## config.mk

```make
export PLATFORM = sky130hd
export DESIGN_NAME = vram_arbiter
export DESIGN_NICKNAME = d
export VERILOG_FILES = /design/src/rtl/vram_arbiter.sv
export SDC_FILE = /design/constraint.sdc
export NUM_CORES = 1
export LEC_CHECK = 0
export CORE_AREA = 2 2 82 84
export DETAILED_ROUTE_END_ITERATION = 6
export DIE_AREA = 0 0 84 86
export GPL_ROUTABILITY_DRIVEN = 0
export PLACE_DENSITY_LB_ADDON = 0.05
export SYNTH_ARGS = -nofsm -noshare
export SYNTH_HDL_FRONTEND = slang
export SYNTH_SLANG_ARGS = --single-unit
```

## constraint.sdc

```tcl
create_clock -name clk -period 3.1 [get_ports clk]
set_input_delay 0.31 -clock clk [delete_from_list [all_inputs] [get_ports clk]]
set_output_delay 0.31 -clock clk [all_outputs]
set_load 0.01 [all_outputs]
```

## src/rtl/vram_arbiter.sv

```systemverilog
// Single-port VRAM arbiter: display reads win by default, a starvation counter
// forces write-side slots through, and a built-in engine can fill the screen.
module vram_arbiter #(
    parameter int AW           = 19,
    parameter int DW           = 8,
    parameter int DEPTH        = 307200,
    parameter int STARVE_LIMIT = 16,
    parameter int RD_LAT       = 1
) (
    input  logic          clk,
    input  logic          clr,
    input  logic          disp_req,
    input  logic [AW-1:0] disp_addr,
    output logic          disp_ack,
    output logic          disp_rvalid,
    output logic [DW-1:0] disp_rdata,
    input  logic          wr_valid,
    input  logic [AW-1:0] wr_addr,
    input  logic [DW-1:0] wr_data,
    output logic          wr_ready,
    input  logic          fill_start,
    input  logic [DW-1:0] fill_color,
    output logic          fill_busy,
    output logic          ram_we,
    output logic [AW-1:0] ram_addr,
    output logic [DW-1:0] ram_din,
    input  logic [DW-1:0] ram_dout,
    output logic          starve_evt
);

    // state | meaning
    // IDLE  | write side served by the external pixel writer
    // FILL  | write side served by the fill engine, writer stalled
    typedef enum logic {IDLE, FILL} state_t;

    localparam int            CW    = (STARVE_LIMIT > 1) ? $clog2(STARVE_LIMIT + 1) : 1;
    localparam logic [CW-1:0] LIMIT = CW'(STARVE_LIMIT);
    localparam logic [AW-1:0] LAST  = AW'(DEPTH - 1);

    state_t            state, state_nx;
    logic [AW-1:0]     fill_addr;
    logic [AW-1:0]     addr_q;
    logic [DW-1:0]     color;
    logic [CW-1:0]     starve_cnt;
    logic [RD_LAT-1:0] rv_pipe;
    logic              wp, force_wr, wr_grant, rd_grant;

    // All grants are suppressed while clr is low so reset produces no RAM traffic.
    always_comb begin
        state_nx   = state;
        wp         = 1'b0;
        force_wr   = 1'b0;
        wr_grant   = 1'b0;
        rd_grant   = 1'b0;
        disp_ack   = 1'b0;
        wr_ready   = 1'b0;
        ram_we     = 1'b0;
        ram_addr   = addr_q;
        ram_din    = '0;
        starve_evt = 1'b0;
        fill_busy  = 1'b0;
        if (clr) begin
            fill_busy  = (state == FILL);
            wp         = (state == FILL) ? 1'b1 : wr_valid;
            force_wr   = (STARVE_LIMIT != 0) && (starve_cnt == LIMIT);
            wr_grant   = wp && (!disp_req || force_wr);
            rd_grant   = !wr_grant && disp_req;
            starve_evt = force_wr && disp_req;
            if (rd_grant) begin
                disp_ack = 1'b1;
                ram_addr = disp_addr;
            end else if (wr_grant) begin
                ram_we = 1'b1;
                if (state == FILL) begin
                    ram_addr = fill_addr;
                    ram_din  = color;
                end else begin
                    ram_addr = wr_addr;
                    ram_din  = wr_data;
                    wr_ready = 1'b1;
                end
            end
            case (state)
                IDLE:    if (fill_start) state_nx = FILL;
                FILL:    if (wr_grant && fill_addr == LAST) state_nx = IDLE;
                default: state_nx = IDLE;
            endcase
        end
    end

    always_ff @(posedge clk) begin
        if (!clr) state <= IDLE;
        else      state <= state_nx;
    end

    always_ff @(posedge clk) begin
        if (!clr) begin
            fill_addr  <= '0;
            addr_q     <= '0;
            color      <= '0;
            starve_cnt <= '0;
            rv_pipe    <= '0;
        end else begin
            addr_q  <= ram_addr;
            rv_pipe <= (rv_pipe << 1) | RD_LAT'(disp_ack);
            if (state == IDLE && fill_start) begin
                color     <= fill_color;
                fill_addr <= '0;
            end else if (state == FILL && wr_grant) begin
                fill_addr <= fill_addr + 1'b1;
            end
            if (!wp || wr_grant)
                starve_cnt <= '0;
            else if (disp_req && !force_wr && starve_cnt != LIMIT)
                starve_cnt <= starve_cnt + 1'b1;
        end
    end

    assign disp_rvalid = rv_pipe[RD_LAT-1];
    assign disp_rdata  = ram_dout;

endmodule

```

# After elaboration in Yosys (flattened, before gate mapping)
# Index checks and enable logic that the tools add are counted.
# word_totals
inputBits	67
register_bits	53
# op_classes
n_mux	26
bitwise	2
n_reduce_logical	16
n_eq_ne	3
addsub	2
# op_table
op	count
two-way mux 19 bit	4
two-way mux 8 bit	4
adder 19 x 1 -> 19 bit (second input constant)	1
equality test 19 bit (second input constant)	1
two-way mux 1 bit	17
logical AND 1 bit	8
adder 5 x 1 -> 5 bit (second input constant)	1
equality test 5 bit (second input constant)	1
inequality test 5 bit (second input constant)	1
zero test 1 bit	4
OR reduction 2 bit	2
logical OR 1 bit	2
inverter 1 bit	2
one-hot mux 1 bit (2 select lines)	1

# Longest topological paths before layout
# Gate-level depths: netlist (run 1).
# logic_depth
ltp_word	7
depth_mapped	8

# Worst setup path after synthesis (run 1)
# OpenSTA, ideal clock, no wires.
# synth_timing
path_kind	register to register
from	reg starve_cnt[0]
to	reg fill_addr[17]
path_slack_ns	1.098
setup_ns	0.071
arrival_time_ns	1.931
stages_incl_launch_ff	9
t_required_ns	3.029
synth_period_minus_slack_ns	2.002
cell_sequence	dfxtp_1 > inv_1 > ha_1 > nand4bb_1 > buf_2 > a2111o_1 > buf_6 > or4_1 > a21oi_1
# synth_between
elab_chain_cells	5
# synth_lines
item	line	source
start, declared	44	logic [CW-1:0] starve_cnt;
start signal, assigned	115	starve_cnt <= starve_cnt + 1'b1;
equality test 5 bit	65	force_wr = (STARVE_LIMIT != 0) && (starve_cnt == LIMIT);
logical OR 1 bit	66	wr_grant = wp && (!disp_req || force_wr);
logical AND 1 bit	66	
two-way mux 1 bit	62	if (clr) begin
logical AND 1 bit	109	end else if (state == FILL && wr_grant) begin
end signal, assigned	110	fill_addr <= fill_addr + 1'b1;
end, declared	41	logic [AW-1:0] fill_addr;
# No other way between the ends.
# A chain may end at the register's enable or synchronous reset.

# Worst setup path after layout (run 1)
# layout_timing
from	reg starve_cnt[0]
to	out ram_addr[17]
# layout_between
elab_chain_cells	7
elab_cells_between_ends	8
classes_between	eq/ne: 1; mux: 3; reduce/logical: 4
# layout_lines
item	line	source
equality test 5 bit *	65	
logical OR 1 bit *	66	
logical AND 1 bit *	66	
zero test 1 bit	67	rd_grant = !wr_grant && disp_req;
logical AND 1 bit	67	
two-way mux 19 bit *	69	if (rd_grant) begin
two-way mux 19 bit *	62	
end, declared	25	output logic [AW-1:0] ram_addr,
# Mark *: on every way between the ends. The rest lies on a longest branch, timed or not.

==> summary.txt, run 1 <==
TIMING
------------------------------------------------------------------------------
Worst-Margin Slew                                                       547 ps
RSZ-0062 raised after global routing                                        no
Hold Violations, Final                                                       0
Setup TNS                                                                 0 ps
Post-layout min period                                                 2880 ps
Final-layout worst hold slack                                           397 ps
Headroom to the max-slew limit                                           0.626
Max Freq                                                             0.347 GHz
Ratio of final minimum period to clock period                            0.929
Clock skew                                                             9.62 ps
Pins over their slew limit                                                   0
Setup violators final                                                        0

HOLD PATH
------------------------------------------------------------------------------
Min-Delay Path Depth                                                         2
Critical hold path startpoint                                              clr
Path category of the worst min-delay check                        input port to flop
Hold worst-path end                                                   color[4]

LOGIC SYNTHESIS
------------------------------------------------------------------------------
Fraction of synthesized cell area in xor and xnor cells                 0.0231
Adder-cell area share of the yosys netlist                              0.0124
Top_reg_cell synth                                                     dfxtp_1
Post-synthesis register bit count                                           53
Post-synth EDFFs                                                             0
Summed instance area of the synthesized netlist                   0.00303 sq mm
Post-synthesis cell type count                                              38
Count of warnings emitted by yosys                                           0
Dominant combinational cell family by area after synthesis        compound AO/OA/AOI/OAI gates
Share of the synthesized area in compound gates (AO/OA/AOI/OAI)          0.257
Net count of the mapped netlist                                            455
Simple-Gate Fraction of Synth Area                                       0.220
Cell count after synthesis                                                 385
Synthesized area per cell                                           7.88 sq um
Portion of the post-synthesis area used by sequential elements           0.350
Mux share of post-synthesis cell area                                   0.0627
Share of flip-flops with an asynchronous set or reset                        0

WORST SETUP PATH
------------------------------------------------------------------------------
Critical Path RT                                                       2790 ps
Peak fanout along the critical path                                         10
Capturing point of the worst reg2reg path                         fill_addr[17]
Critical Path Sink Type                                           primary output
CP Launch Type                                                            flop
Worst reg2reg path depth                                                     6
Setup slack, reg-to-reg                                                 810 ps
Beginning of the worst register-to-register path                  starve_cnt[0]
Crit path DAT                                                          2570 ps
Critical path class                                               flop to primary output

PLACED DESIGN
------------------------------------------------------------------------------
Number of buffers inserted by port buffering                                91
Final HPWL DP                                                     6230 microns
Instance area after placement                                     0.00393 sq mm
Instance count after placement with tap cells included                     524

GLOBAL ROUTE
------------------------------------------------------------------------------
Vias in the first global route                                           2,904
Total global-route track usage                                           0.233
Global route total overflow                                                  0
Maximum number of pins on one net before global-route repair                29
Global-route wire length before repair                            13,800 microns
Initial antenna violation count                                              0

POWER
------------------------------------------------------------------------------
Leakage power                                                       0.00142 uW
Power Density                                                      390 mW/mm^2
Total design power                                                     1580 uW
Maximum VDD drop                                                      0.241 mV

DIE
------------------------------------------------------------------------------
Core box area                                                     0.00628 sq mm
Chip Width                                                          84 microns
Starting density of the core                                             0.483
Die Outline Area                                                  0.00722 sq mm
IO Count                                                                   108
Die height                                                          86 microns
Num rows                                                                    29

CELLS AND AREA
------------------------------------------------------------------------------
Number of antenna diodes                                                     0
Cell Count, Final, Fillers Out                                             533
Layout cell share with drive strength beyond 1                          0.0570
Area delta synth->final                                                  34.1%
Finished layout cell area                                         0.00407 sq mm
Final nets                                                                 525

CLOCKING
------------------------------------------------------------------------------
Worst skew pair latency                                                 310 ps
Reg clk slew, reported paths                                            100 ps
Clock Tree Buf Depth                                                         2
Clock Sinks                                                                 53
Clock root buffer                                                     clkbuf_8
Number of buffers added by the clock tree synthesis step                     5
Clock tree from TritonCTS                                                 done
CTS H-tree depth                                                             2

ROUTING
------------------------------------------------------------------------------
1st-iter DRT viols                                                         130
Average wire per standard cell                                    15.8 microns
Final WL                                                          8420 microns
DRC viols                                                                    0
Final ANT Viol Nets                                                          0
DR vias/cell                                                              5.69
Detailed-router iteration count before antenna repair                        4
Via count                                                                3,035

OUTCOME
------------------------------------------------------------------------------
Result of the run                                                 finished, final reports clean

FLOW RUN
------------------------------------------------------------------------------
Number of maximum-capacitance violations                                     0

==> cell type report <==
| type | instances | area (sq um) |
|---|---|---|
| timing repair inverter | 1 | 5.00 |
| clock buffer | 6 | 82.6 |
| timing repair buffer | 103 | 996 |
| sequential | 53 | 1060 |
| tap | 77 | 96.3 |
| clock inverter | 2 | 37.5 |
| fill | 586 | 2210 |
| multi-input combinational | 282 | 1750 |
| inverter | 9 | 37.5 |
==> registers in the layout, indices dropped and copies added (netlist names) <==
register     flops
addr_q          19
color            8
disp_rvalid      1
fill_addr       19
starve_cnt       5
state            1
==> repair_timing <==
item | in CTS | in global routing
hold buffers | 0 | 0
setup endpoints to repair | 0 | 13
setup buffers | 0 | 0
hold endpoints to repair | 0 | 0
gates resized for setup | 0 | 3
==> cells in the mapped netlist, drive strengths merged (2+ instances only) <==
cell type / instances / share of area
nand2: 30 / 0.037
a2111o: 2 / 0.0074
a21oi: 32 / 0.053
a22o: 8 / 0.023
a211oi: 10 / 0.025
nor2: 44 / 0.054
nor2b: 19 / 0.039
and4: 3 / 0.0087
and2: 2 / 0.0041
o21ai: 19 / 0.031
buf: 12 / 0.028
dfxtp: 53 / 0.35
or4: 5 / 0.012
xor2: 2 / 0.0058
nand4: 4 / 0.0082
o31ai: 6 / 0.015
clkbuf: 29 / 0.036
a311oi: 8 / 0.023
mux2i: 19 / 0.063
nand3: 7 / 0.012
nand2b: 2 / 0.0041
ha: 3 / 0.012
nor3: 9 / 0.015
o2bb2ai: 11 / 0.032
a21boi: 8 / 0.020
or3: 7 / 0.014
o22ai: 11 / 0.023
xnor2: 6 / 0.017
inv: 9 / 0.011
==> critical path, cell delays in order, from the launching register on <==
cell,delay (ps)
dfxtp_1,350
inv_1,60
ha_1,190
nand4bb_2,280
buf_4,280
nor3_1,220
a311oi_1,90
a21oi_1,220
clkdlybuf4s50_1,570
==> how the worst max path moves through the flow <==
stage,from,endpoint,cells after the start,slack [ps]
global placement,wr_valid,ram_addr[17],7,400
floorplan,starve_cnt[0],fill_addr[17],8,1100
CTS,starve_cnt[0],ram_addr[17],8,130
finish,starve_cnt[0],ram_addr[17],8,220
detailed placement,wr_valid,ram_addr[16],7,370
global route,starve_cnt[0],ram_addr[11],8,60
==> power by group <==
group          internal (uW)  switching, uW  total, uW
Clock                    263            241        504
Combinational            193            159        352
Sequential               709           18.7        728
==> metrics by stage <==
step                 util  setup WS (ps)
floorplan               -           1100
global placement    0.626            404
detailed placement  0.626            368
CTS                 0.646            125
global route        0.648           61.5
finish              0.648            220
==> per-layer routing <==
layer	part of all wire	track usage	vias to the layer above	routed length [microns]
met3	0.067	0.0549	8	560
met5	0	0	-	0
li1	-	-	1521	-
met2	0.47	0.391	113	3930
met1	0.46	0.306	1393	3850
met4	0.010	0.0557	0	84
==> placed cells by master, fill, tap and decap left out, types with 9 or more instances in the layout <==
master            n
o21ai_0          18
dfxtp_1          52
nand2_1          30
nor2_1           44
nor3_1            9
mux2i_1          19
a211oi_1         10
o2bb2ai_1        11
buf_4            12
nor2b_1          19
a21oi_1          32
o22ai_1          11
clkdlybuf4s50_1  90
==> cells by family (layout without fill, tap and decap cells) <==
kind of cell,after synthesis,in the layout
buffers and inverters,50,121
XOR/XNOR,8,8
adder cells (fa/ha/maj),3,3
AND/OR/NAND/NOR,135,135
flip-flops,53,53
AO/OA/AOI/OAI,117,117
multiplexers,19,19
Power figures use the tool's default switching activity.
==> run 2: changes to the inputs <==
CORE_AREA = 2 2 86 88   (was 2 2 82 84)
DIE_AREA = 0 0 88 90   (was 0 0 84 86)
clock period = 2.7 ns   (was 3.1 ns; I/O delays follow)
==> run 2 against run 1 <==
Global-route usage is 0.63 points lower. Register-to-register slack lost 490 ps. Via count is 2.0% higher. Routed wire length grew 7.9%. Die area rose by 9.6%. Critical endpoint is now ram_addr[10]. Flip-flop and latch count unchanged. Worst hold slack improved by 48 ps. Cell count is 5.8% higher.
==> summary.txt, run 2 (synthesis results as in run 1) <==
OUTCOME
-------------------------------------------------------------------------------------
Result of the run                                                        finished, final reports clean

TIMING
-------------------------------------------------------------------------------------
Setup TNS                                                                        0 ps
RSZ-0062 raised after global routing                                              yes
Worst-Margin Slew                                                              580 ps
Max Freq                                                                    0.385 GHz
Pins over their slew limit                                                          0
Hold Violations, Final                                                              0
Ratio of final minimum period to clock period                                   0.961
Clock skew                                                                    4.78 ps
Smallest setup slack after layout                                              106 ps
Post-layout min period                                                        2590 ps
Setup violators final                                                               0
Headroom to the max-slew limit                                                  0.603

WORST SETUP PATH
-------------------------------------------------------------------------------------
Worst-path cell chain                                                    inv_1 > ha_1 > nand4bb_1 > buf_6 > buf_12 > nor3_2 > a311oi_2 > a21oi_1 > clkdlybuf4s50_1
Critical Path RT                                                              2430 ps
Critical Path Sink Type                                                  primary output
Critical path class                                                      flop to primary output
Peak fanout along the critical path                                                 8
CP Launch Type                                                                   flop
Crit path DAT                                                                 2320 ps
Max stage delay cell, worst path                                         clkdlybuf4s50_1
Biggest cell delay along the critical path                                     550 ps

CLOCKING
-------------------------------------------------------------------------------------
Clock Tree Buf Depth                                                                2
Clock Sinks                                                                        53
Clock tree from TritonCTS                                                        done
Worst skew pair latency                                                        310 ps
Post-CTS Hold Buffers                                                               0
Reg clk slew, reported paths                                                   100 ps
Number of buffers added by the clock tree synthesis step                            5
Clock root buffer                                                            clkbuf_8
CTS H-tree depth                                                                    2

POWER
-------------------------------------------------------------------------------------
Power Density                                                             427 mW/mm^2
Sw power                                                                       491 uW
Maximum VDD drop                                                             0.248 mV
Net switching share of the total power                                          0.268
Combinational fraction of design power                                          0.228
Register share of total power                                                   0.455
P_int                                                                         1340 uW
Clock share of power                                                            0.317
Leakage power                                                              0.00162 uW

CELLS AND AREA
-------------------------------------------------------------------------------------
Most frequent standard cell in the layout excluding fill and tap cells   clkdlybuf4s50_1
Area taken by flip-flops and latches                                     0.00106 sq mm
Leading registers by flop count                                          addr_q (19), fill_addr (19), color (8)
Combined area of the multi-input logic cells                             0.00183 sq mm
Area delta synth->final                                                         41.5%
Most frequent cells in the layout                                        74 x clkdlybuf4s50_1, 51 x dfxtp_1, 43 x nor2_1
Layout cell share with drive strength beyond 1                                  0.103
Final nets                                                                        534
Number of antenna diodes                                                            0
Filler instances                                                                  637

GLOBAL ROUTE
-------------------------------------------------------------------------------------
Global route total overflow                                                         0
Global-route wire length before repair                                   14,500 microns
Busiest grt layer                                                                met2
Total global-route track usage                                                  0.227
Met1 track demand over resource                                                 0.312
Initial antenna violation count                                                     0
Maximum number of pins on one net before global-route repair                       63
Vias in the first global route                                                  2,936
Met2 Use GR                                                                     0.359
GRT met3 Usage                                                                 0.0523

ROUTING
-------------------------------------------------------------------------------------
Final ANT Viol Nets                                                                 0
Final WL                                                                 9080 microns
Detailed-router iteration count before antenna repair                               4
1st-iter DRT viols                                                                191
Average wire per standard cell                                           16.1 microns
DRC viols                                                                           0
DR vias/cell                                                                     5.49
Via count                                                                       3,095

DIE
-------------------------------------------------------------------------------------
Starting density of the core                                                    0.432
Die height                                                                 90 microns
Core box area                                                            0.00702 sq mm
Chip Width                                                                 88 microns
Num rows                                                                           31
Die Outline Area                                                         0.00792 sq mm
IO Count                                                                          108

PLACED DESIGN
-------------------------------------------------------------------------------------
Final HPWL DP                                                            6500 microns
Placement-stage worst setup slack                                             55.6 ps
Number of buffers inserted by port buffering                                       91

FLOW RUN
-------------------------------------------------------------------------------------
Number of maximum-capacitance violations                                            0

HOLD PATH
-------------------------------------------------------------------------------------
Path category of the worst min-delay check                               flop to flop

## run 2: changes by cell type in the layout (fill, tap and decap cells not counted), sizes merged
| cell | before | now |
|---|---|---|
| clkinvlp | 3 | 1 |
| clkdlybuf4s50 | 90 | 74 |
| inv | 8 | 9 |
| dlygate4sd2 | 0 | 5 |
| buf | 13 | 23 |
| dlymetal6s2s | 0 | 11 |
## run 2: path summary, 6_finish.rpt
path / cells past startpoint / endpoint / slack (ps) / startpoint
worst max-delay path: 9 / ram_addr[10] / 110 / starve_cnt[0]
worst min-delay path: 1 / starve_cnt[0] / 440 / starve_cnt[0]
worst max register to register: 8 / fill_addr[15] / 320 / starve_cnt[0]
worst min register to register: 1 / starve_cnt[0] / 440 / starve_cnt[0]
## run 2: repair_timing
action,in CTS,in global routing
endpoints found under the setup margin,20,25
gates resized for setup,8,28
buffers inserted,5,2
cloned,0,0
pin swaps,1,0
## run 2: power by group through the flow
stage	sequential (uW)	clock, uW	combinational [uW]
final	834	580	418
after CTS	833	590	412
after global routing	839	619	458
after detailed placement	851	0	412
after floorplan	844	0	212
after global placement	850	0	409
## run 2: worst max-delay path: cells and delay by family (launching register included)
kind                     cells  cell delay, ps
flip-flops                   1             350
adder cells (fa/ha/maj)      1             150
AO/OA/AOI/OAI                2             240
buffers and inverters        4             920
AND/OR/NAND/NOR              2             340
## run 2: final cells by class
cell class / count / share of cell area
Inverter: 9 / 0.00787
Clock inverter: 2 / 0.00874
Clock buffer: 6 / 0.0192
Sequential cell: 53 / 0.248
Multi-Input combinational cell: 282 / 0.426
Tap cell: 99 / 0.0289
Timing Repair Buffer: 113 / 0.262
## run 2: through the flow
stage	std cells	hold slack, ps	total power [uW]	util	instance area [sq um]
floorplan	385	415	1060	-	3030
CTS	562	475	1840	0.594	4170
finish	564	445	1830	0.611	4290
global placement	549	449	1260	0.569	4000
detailed placement	549	456	1260	0.569	4000
global route	564	466	1920	0.611	4290
## run 2: per-layer routing
| layer | up-vias | routed length [microns] | share of wire |
|---|---|---|---|
| li1 | 1529 | - | - |
| met1 | 1443 | 4120 | 0.45 |
| met2 | 112 | 4180 | 0.46 |
| met3 | 11 | 640 | 0.070 |
| met4 | 0 | 137 | 0.015 |
| met5 | - | 0 | 0 |
